<file path="src/rtl/clock_disp_pkg.sv">
// Shared constants for the six-digit HH:MM:SS multiplexed display.
// Segment codes are active-low {g,f,e,d,c,b,a}.
package clock_disp_pkg;

  localparam int unsigned NUM_DIGITS = 6;
  localparam int unsigned MS_LIMIT   = 60;
  localparam int unsigned HR_LIMIT   = 24;

  localparam logic [6:0] SEG_0     = 7'b1000000;
  localparam logic [6:0] SEG_1     = 7'b1111001;
  localparam logic [6:0] SEG_2     = 7'b0100100;
  localparam logic [6:0] SEG_3     = 7'b0110000;
  localparam logic [6:0] SEG_4     = 7'b0011001;
  localparam logic [6:0] SEG_5     = 7'b0010010;
  localparam logic [6:0] SEG_6     = 7'b0000010;
  localparam logic [6:0] SEG_7     = 7'b1111000;
  localparam logic [6:0] SEG_8     = 7'b0000000;
  localparam logic [6:0] SEG_9     = 7'b0010000;
  localparam logic [6:0] SEG_DASH  = 7'b0111111;
  localparam logic [6:0] SEG_BLANK = 7'b1111111;

  typedef logic [2:0] digit_idx_t;

  function automatic logic [6:0] seg_encode(input logic [3:0] d);
    logic [6:0] s;
    case (d)
      4'd0:    s = SEG_0;
      4'd1:    s = SEG_1;
      4'd2:    s = SEG_2;
      4'd3:    s = SEG_3;
      4'd4:    s = SEG_4;
      4'd5:    s = SEG_5;
      4'd6:    s = SEG_6;
      4'd7:    s = SEG_7;
      4'd8:    s = SEG_8;
      4'd9:    s = SEG_9;
      default: s = SEG_BLANK;
    endcase
    return s;
  endfunction

endpackage

</file>
<file path="src/rtl/clock_disp_bcd.sv">
// Combinational split of a 7-bit binary field into decimal tens/ones,
// flagging values at or above LIMIT.
module clock_disp_bcd #(
  parameter int unsigned LIMIT = 60
) (
  input  logic [6:0] value,
  output logic [3:0] tens,
  output logic [3:0] ones,
  output logic       out_of_range
);

  always_comb begin
    tens         = 4'(value / 7'd10);
    ones         = 4'(value % 7'd10);
    out_of_range = (value >= 7'(LIMIT));
  end

endmodule

</file>
<file path="src/rtl/clock_disp.sv">
// Six-digit multiplexed seven-segment driver for a snapshot of HH:MM:SS.
// Digit 0 is seconds ones, digit 5 is hours tens; all outputs registered.
module clock_disp
  import clock_disp_pkg::*;
#(
  parameter int unsigned SCAN_DIV  = 50000,
  parameter bit          BLANK_HR0 = 1'b1
) (
  input  logic       clk_50,
  input  logic       rst_n,
  input  logic       upd,
  input  logic [6:0] SC,
  input  logic [6:0] MT,
  input  logic [4:0] HR,
  output logic [6:0] seg,
  output logic       dp,
  output logic [5:0] dig_sel
);

  localparam int unsigned CntW = (SCAN_DIV > 1) ? $clog2(SCAN_DIV) : 1;
  localparam logic [CntW-1:0] CntMax = CntW'(SCAN_DIV - 1);

  logic [CntW-1:0] cnt_q, cnt_d;
  digit_idx_t      idx_q, idx_d;
  logic [6:0]      sc_q, mt_q;
  logic [4:0]      hr_q;
  logic [6:0]      seg_d;
  logic            dp_d;
  logic [5:0]      dig_sel_d;

  logic [3:0] sc_tens, sc_ones, mt_tens, mt_ones, hr_tens, hr_ones;
  logic       sc_oor, mt_oor, hr_oor;

  clock_disp_bcd #(.LIMIT(MS_LIMIT)) u_bcd_sc (
    .value        (sc_q),
    .tens         (sc_tens),
    .ones         (sc_ones),
    .out_of_range (sc_oor)
  );

  clock_disp_bcd #(.LIMIT(MS_LIMIT)) u_bcd_mt (
    .value        (mt_q),
    .tens         (mt_tens),
    .ones         (mt_ones),
    .out_of_range (mt_oor)
  );

  clock_disp_bcd #(.LIMIT(HR_LIMIT)) u_bcd_hr (
    .value        ({2'b00, hr_q}),
    .tens         (hr_tens),
    .ones         (hr_ones),
    .out_of_range (hr_oor)
  );

  always_comb begin
    cnt_d = cnt_q + 1'b1;
    idx_d = idx_q;
    if (cnt_q == CntMax) begin
      cnt_d = '0;
      idx_d = (idx_q == digit_idx_t'(NUM_DIGITS - 1)) ? '0 : idx_q + 3'd1;
    end
  end

  // Output decode uses the pre-edge index so an index change shows one cycle later.
  always_comb begin
    seg_d     = SEG_BLANK;
    dp_d      = 1'b1;
    dig_sel_d = 6'b111111;
    unique case (idx_q)
      3'd0: begin
        dig_sel_d = 6'b111110;
        seg_d     = sc_oor ? SEG_DASH : seg_encode(sc_ones);
      end
      3'd1: begin
        dig_sel_d = 6'b111101;
        seg_d     = sc_oor ? SEG_DASH : seg_encode(sc_tens);
      end
      3'd2: begin
        dig_sel_d = 6'b111011;
        dp_d      = 1'b0;
        seg_d     = mt_oor ? SEG_DASH : seg_encode(mt_ones);
      end
      3'd3: begin
        dig_sel_d = 6'b110111;
        seg_d     = mt_oor ? SEG_DASH : seg_encode(mt_tens);
      end
      3'd4: begin
        dig_sel_d = 6'b101111;
        dp_d      = 1'b0;
        seg_d     = hr_oor ? SEG_DASH : seg_encode(hr_ones);
      end
      3'd5: begin
        dig_sel_d = 6'b011111;
        if (hr_oor) begin
          seg_d = SEG_DASH;
        end else if (BLANK_HR0 && (hr_tens == 4'd0)) begin
          seg_d = SEG_BLANK;
        end else begin
          seg_d = seg_encode(hr_tens);
        end
      end
      default: ;
    endcase
  end

  always_ff @(posedge clk_50 or negedge rst_n) begin
    if (!rst_n) begin
      cnt_q   <= '0;
      idx_q   <= '0;
      sc_q    <= '0;
      mt_q    <= '0;
      hr_q    <= '0;
      seg     <= SEG_BLANK;
      dp      <= 1'b1;
      dig_sel <= 6'b111111;
    end else begin
      cnt_q   <= cnt_d;
      idx_q   <= idx_d;
      seg     <= seg_d;
      dp      <= dp_d;
      dig_sel <= dig_sel_d;
      if (upd) begin
        sc_q <= SC;
        mt_q <= MT;
        hr_q <= HR;
      end
    end
  end

endmodule

</file>
<file path="config.mk">
export PLATFORM = sky130hd
export DESIGN_NAME = clock_disp
export DESIGN_NICKNAME = d
export VERILOG_FILES = /design/src/rtl/clock_disp_pkg.sv /design/src/rtl/clock_disp_bcd.sv /design/src/rtl/clock_disp.sv
export SDC_FILE = /design/constraint.sdc
export NUM_CORES = 1
export LEC_CHECK = 0
export CAP_MARGIN = 10
export CORE_MARGIN = 5
export CORE_UTILIZATION = 60
export CTS_CLUSTER_SIZE = 10
export DETAILED_ROUTE_END_ITERATION = 7
export DONT_BUFFER_PORTS = 1
export PLACE_DENSITY = 0.76
export SYNTH_ARGS = -nofsm -noshare
export SYNTH_HDL_FRONTEND = slang
export SYNTH_SLANG_ARGS = --single-unit
</file>
<file path="constraint.sdc">
create_clock -name clk_50 -period 5 [get_ports clk_50]
set_input_delay 0.5 -clock clk_50 [delete_from_list [all_inputs] [get_ports clk_50]]
set_output_delay 0.5 -clock clk_50 [all_outputs]
set_load 0.1 [all_outputs]
</file>
## Word-level counts from Yosys, hierarchy flattened

Memories as Yosys holds them, arrays and structs flattened.
Index checks and enable logic that the tools add are counted.

- Register bits: 52
- Latch bits: 0
- Bits in writable memories: 0
- Memory bits (read-only): 672
- Input port bits: 22
- Output and inout port bits: 14
- Word-level logic and storage cells: 46
- Memories: 6

Memory list:

| name | words | bits a word | rd ports | clocked after memory_dff | wr ports | RTL line | source |
|---|---|---|---|---|---|---|---|
| (name not given) | 16 | 7 | 1 | 0 | 0 | clock_disp_pkg.sv:26 | `case (d)` |
| (name not given) | 16 | 7 | 1 | 0 | 0 | clock_disp_pkg.sv:26 |  |
| (name not given) | 16 | 7 | 1 | 0 | 0 | clock_disp_pkg.sv:26 |  |
| (name not given) | 16 | 7 | 1 | 0 | 0 | clock_disp_pkg.sv:26 |  |
| (name not given) | 16 | 7 | 1 | 0 | 0 | clock_disp_pkg.sv:26 |  |
| (name not given) | 16 | 7 | 1 | 0 | 0 | clock_disp_pkg.sv:26 |  |

- $add $sub $neg: 2
- Multiply operators: 0
- Div/mod/pow operators: 6
- Magnitude comparators: 3
- Equality and inequality tests: 6
- Shift operators: 0
- Muxes and demuxes: 12
- Bitwise gates (word level): 0
- Reduce and logical (&&, ||, !) cells: 3

Operator list:

| kind | number |
|---|---|
| two-way mux 7 bit | 7 |
| one-hot mux 7 bit (6 select lines) | 1 |
| one-hot mux 6 bit (6 select lines) | 1 |
| adder 16 x 1 -> 16 bit, second input constant | 1 |
| equality test 16 bit, second input constant | 1 |
| two-way mux 16 bit | 1 |
| divider 7 x 4 -> 7 bit, second input constant | 2 |
| greater-or-equal comparator 7 x 6 -> 1 bit, second input constant | 2 |
| remainder unit 7 x 4 -> 7 bit, second input constant | 2 |
| divider 5 x 4 -> 7 bit, second input constant | 1 |
| remainder unit 5 x 4 -> 7 bit, second input constant | 1 |
| equality test 3 x 2 -> 1 bit, second input constant | 2 |
| equality test 3 bit, second input constant | 2 |
| greater-or-equal comparator 5 bit, second input constant | 1 |
| logical NOT 4 bit | 1 |
| adder 3 x 1 -> 3 bit, second input constant | 1 |
| equality test 3 x 1 -> 1 bit, second input constant | 1 |
| logical NOT 3 bit | 1 |
| two-way mux 3 bit | 1 |
| OR reduction 2 bit | 1 |
| two-way mux 1 bit | 1 |

## Depth between registers and ports, before layout

- Depth in word-level cells: 5
- Gate-level depth with buffers: 20
- Gate-level depth less buffers: 16

## By module

From an unflattened synthesis, not the netlist that was laid out.

- Cells, all modules: 627
- Area total of the unflattened synthesis: 5188.7 µm²

Modules (own cells, without submodules):

| module | times used | cells an instance | area each (µm²) | seq. area each (µm²) |
|---|---|---|---|---|
| clock_disp | 1 | 395 | 3626.0 | 1318.8 |
| clock_disp_bcd at u_bcd_sc | 1 | 106 | 678.2 | 0.0 |
| clock_disp_bcd at u_bcd_hr | 1 | 62 | 471.7 | 0.0 |
| clock_disp_bcd at u_bcd_mt | 1 | 64 | 412.9 | 0.0 |

## Least setup slack after synthesis

Ideal clock, no wire load.

- Path kind: register -> register
- Start point: reg sc_q[5]
- End point: reg seg[6]
- Setup time: 0.094 ns
- Data arrival time: 4.394 ns
- Data required time: 4.906 ns
- Setup slack: 0.511 ns
- Cell stages (with the launch flop): 20
- Path buffers: 3
- Period minus slack after synthesis: 4.489 ns
- Cell sequence: dfrtp_1 > clkbuf_8 > nor2b_1 > xnor2_1 > nor2_1 > a311oi_1 > ha_1 > buf_4 > nor4bb_1 > a31o_1 > or4_4 > a211oi_2 > buf_6 > inv_1 > ha_1 > o21ai_0 > a2111oi_0 > a211o_1 > a211o_1 > or4_1

- Cells in the longest elaborated chain, start to end: 4
- Elaborated cells on any way between the ends: 8
- Those cells by class: div: 2; order compare: 1; mux: 3; memory: 2

Ends and longest elaborated chain:

| element | RTL line | source |
|---|---|---|
| from (decl) | clock_disp.sv:25 | `logic [6:0] sc_q, mt_q;` |
| from (signal assigned) | clock_disp.sv:110 | `sc_q <= '0;` |
| from (signal assigned) | clock_disp.sv:123 | `sc_q <= SC;` |
| divider 7 x 4 -> 7 bit or remainder unit 7 x 4 -> 7 bit (tied branches) | clock_disp_bcd.sv:13, clock_disp_bcd.sv:14 |  |
| memory (16 x 7 bit) | - |  |
| two-way mux 7 bit, on equally long branches | clock_disp.sv:76, clock_disp.sv:72 |  |
| one-hot mux 7 bit (6 select lines) * | clock_disp.sv:69 | `unique case (idx_q)` |
| net seg_d[6] | clock_disp.sv:27 | `logic [6:0] seg_d;` |
| to (signal assigned) | clock_disp.sv:119 | `seg <= seg_d;` |
| to (decl) | clock_disp.sv:15 | `output logic [6:0] seg,` |

Mark *: on every way through the listed nets, which the timed path passes. The rest lies on a longest branch.
A chain may end at the register's enable or synchronous reset.

## Final worst setup path

- Start point: reg sc_q[3]
- End point: reg seg[6]

Same word-level chain as after synthesis.

==> impl_metrics.csv <==
group,metric,value,unit
synthesis,synth_most_common_cell,"nand2_1",
power_and_ir_drop,p_leak,1.93,nW
job,max_cap_viol_count,0,
power_and_ir_drop,switching_power,0.670,mW
hold_path,worstHoldPathType,"input port to asynchronous set/reset pin",
placement,portBuffers,0,
die,die_h,97.2,um
cts,cts_max_level,2,
route,drt_first_iter_violations,339,
die,core,7330,um^2
setup_path,cp-end-kind,"flop",
route,top_layer_used,"met4",
route,met3WireLength,783,um
global_route,track_usage,0.221,
setup_path,startpoint_type,"flop",
cells_and_area,drive_gt1_frac,0.111,
timing,hold_violations,0,
timing,fin_crit,4.64,ns
synthesis,async_flop_share,1.00,
synthesis,synth_edf_count,0,
placement,placed_area,4500,um^2
synthesis,synth_common_cells,"nand2_1 (51), o21ai_0 (49), nor2_1 (42)",
route,met1Wirelength,4.82,mm
power_and_ir_drop,ir_worst_vdd,0.000149,V
synthesis,avgSynthCellArea,8.38,um^2
die,boundaryPins,36,
synthesis,synth_area_leaders,"dfrtp_1 (21%), ha_1 (8.5%), dfstp_2 (8.1%), o21ai_0 (5.4%), nand2_1 (4.2%)",
placement,place_hpwl,7.55,mm
cells_and_area,multi_input_area,2910,um^2
route,drt_wl_total,10.6,mm
route,ant_nets,0,
timing,fin_skew,0.00384,ns
synthesis,syn-num-nets,597,
cts,clock_latency,0.32,ns
route,drt_pass1_iterations,6,
cells_and_area,seq_area,1320,um^2
power_and_ir_drop,p_clk_frac,0.178,
setup_path,worstPathMaxFanout,14,
die,initial_core_util,0.622,
global_route,antenna_found_initial,0,
cells_and_area,diodes,0,
setup_path,arrival,4.88,ns
cts,clk_pin_slew_worst_paths,0.10,ns
route,vias,3967,
timing,worst_slack,0.363,ns
timing,tns,0,ns
cells_and_area,nFillCells,640,
route,drc_errors,0,
cells_and_area,layout.nets,582,
power_and_ir_drop,seqPwrFrac,0.451,
cts,cts.repair.resized,0,
cells_and_area,area_growth,1.76,%
cts,cts_buffer_depth,2,
cts,root_buffer,"clkbuf_8",
power_and_ir_drop,combPwrFrac,0.370,
die,rows,31,
timing,max_freq,0.216,GHz
placement,place_congestion,1.01,
route,detailroute.wirelength.met2,4.82,mm
outcome,status,"finished clean",
synthesis,ys_types,84,
power_and_ir_drop,power.density,318,nW/um^2
global_route,grt_pass1_wl,17.6,mm
global_route,grt_max_degree,39,
global_route,grt_pass1_vias,3654,
placement,dp_slack,0.456,ns
cts,cts_sinks,52,
cts,cts_tree,"built",
timing,fin_crit_sh,0.927,
synthesis,ys_ff_latch,52,
cts,cts_setup_buffers,0,
synthesis,yosysSeqAreaShare,0.289,
cts,numCtsBuffers,5,
timing,setup_violations,0,
power_and_ir_drop,p_int,0.804,mW
synthesis,yosysTopAreaCell,"dfrtp_1",
die,die_w,97.2,um
global_route,globalRoute.totalOverflow,0,
synthesis,synth_cells,544,
cells_and_area,final_area,4640,um^2
timing,drv_slew,0,
synthesis,synth.cell_area,4560,um^2
setup_path,worstSetupPathType,"flop to flop",
synthesis,yosysWarningCount,0,
die,design.die.area,9440,um^2
setup_path,required,5.24,ns
power_and_ir_drop,p_sw_frac,0.455,
route,wl_per_cell,16.8,um
synthesis,yosys_most_used_dff,"dfrtp_1",
timing,rsz0062_at_grt,"no",
route,vias_per_cell,6.31,
timing,tightestPinTransition,1.09,ns
timing,maxSlewHeadroom,0.270,
synthesis,synthDominantCellAreaShare,0.209,
timing repair:
item,4_1_cts,5_1_grt
endpoints found under the setup margin,0,0
hold endpoints to repair,38,8
hold buffers,2,2
power groups by stage:
stage,registers [mW],clock network [mW],logic [mW]
floorplan,0.642,0,0.462
detailed placement,0.673,0,0.523
global placement,0.671,0,0.507
CTS,0.665,0.269,0.537
finish,0.665,0.263,0.546
global route,0.673,0.287,0.609
placed cells by master (no fill, tap or decap), types with 4 or more instances in the layout:
| cell | count |
|---|---|
| a211oi_1 | 5 |
| a21oi_1 | 29 |
| a31oi_1 | 4 |
| and2_1 | 6 |
| buf_4 | 5 |
| clkbuf_8 | 5 |
| dfrtp_1 | 38 |
| dfstp_2 | 14 |
| ha_1 | 31 |
| inv_1 | 28 |
| mux2_2 | 10 |
| mux2i_1 | 11 |
| nand2_1 | 51 |
| nand2b_1 | 9 |
| nand3_1 | 19 |
| nand3b_1 | 5 |
| nand4_1 | 4 |
| nor2_1 | 42 |
| nor2b_1 | 15 |
| nor3_1 | 10 |
| nor3b_1 | 8 |
| o2111ai_1 | 6 |
| o211ai_1 | 10 |
| o21ai_0 | 49 |
| o21ai_1 | 5 |
| or2_2 | 4 |
| or3_1 | 5 |
| xnor2_1 | 13 |
| xor2_1 | 11 |
state kept, by name, summed over array words and instances, names as in the netlist:
name,count
cnt_q,16
mt_q,7
sc_q,7
seg,7
dig_sel,6
hr_q,5
idx_q,3
dp,1
path summary, 6_finish.rpt:
check                          from    endpoint  slack, ns  cells past startpoint
hold reg to reg            cnt_q[0]    cnt_q[0]       0.47                      1
min in group clk_50             upd     mt_q[3]       0.26                      1
setup / recovery            sc_q[3]      seg[6]       0.36                     17
max in group asynchronous     rst_n  dig_sel[3]       4.14                      1
setup reg to reg            sc_q[3]      seg[6]       0.36                     17
hold / removal                rst_n     sc_q[1]      0.007                      1
worst max-delay path: stages, from the launching register on:
cell and delay, ns:
dfrtp_1 0.53, nor2b_1 0.36, xnor2_1 0.16, nor2_1 0.06
a311oi_1 0.28, buf_4 0.19, ha_1 0.31, nor4bb_1 0.13
a31o_1 0.22, or4_4 0.50, a211oi_2 0.28, inv_1 0.09
ha_1 0.20, o21ai_0 0.07, a2111oi_0 0.13, a211o_1 0.30
a211o_1 0.25, or4_1 0.52
logic make-up after synthesis:
family,share of synthesized area
DFF,0.289
and+or+nand+nor,0.232
buffers and inverters,0.0724
adders and majority gates,0.0851
AOI/OAI and AO/OA,0.224
xor gates and xnor gates,0.0461
muxes,0.0519
metal layers:
layer | global-route usage | up-vias
met5 | 0 | -
met4 | 0.0540 | 0
met3 | 0.0488 | 14
met2 | 0.342 | 134
met1 | 0.312 | 1888
li1 | - | 1931
metrics by stage:
stage | instances | hold slack (ns) | utilization | power, mW
global route | 629 | 0.00650 | 0.633 | 1.57
global placement | 617 | 0.206 | 0.613 | 1.18
detailed placement | 617 | 0.207 | 0.613 | 1.20
finish | 629 | 0.00734 | 0.633 | 1.47
floorplan | 544 | 0.204 | - | 1.10
CTS | 627 | 0.00692 | 0.630 | 1.47
cell type report:
| class | count | share of cell area |
|---|---|---|
| sequential | 52 | 0.284 |
| tap | 99 | 0.0267 |
| clock inverter | 3 | 0.00539 |
| multi-input combinational | 433 | 0.627 |
| inverter | 28 | 0.0227 |
| clock buffer | 5 | 0.0148 |
| timing repair buffer | 9 | 0.0189 |
No activity file was read; power rests on OpenSTA's default activity.
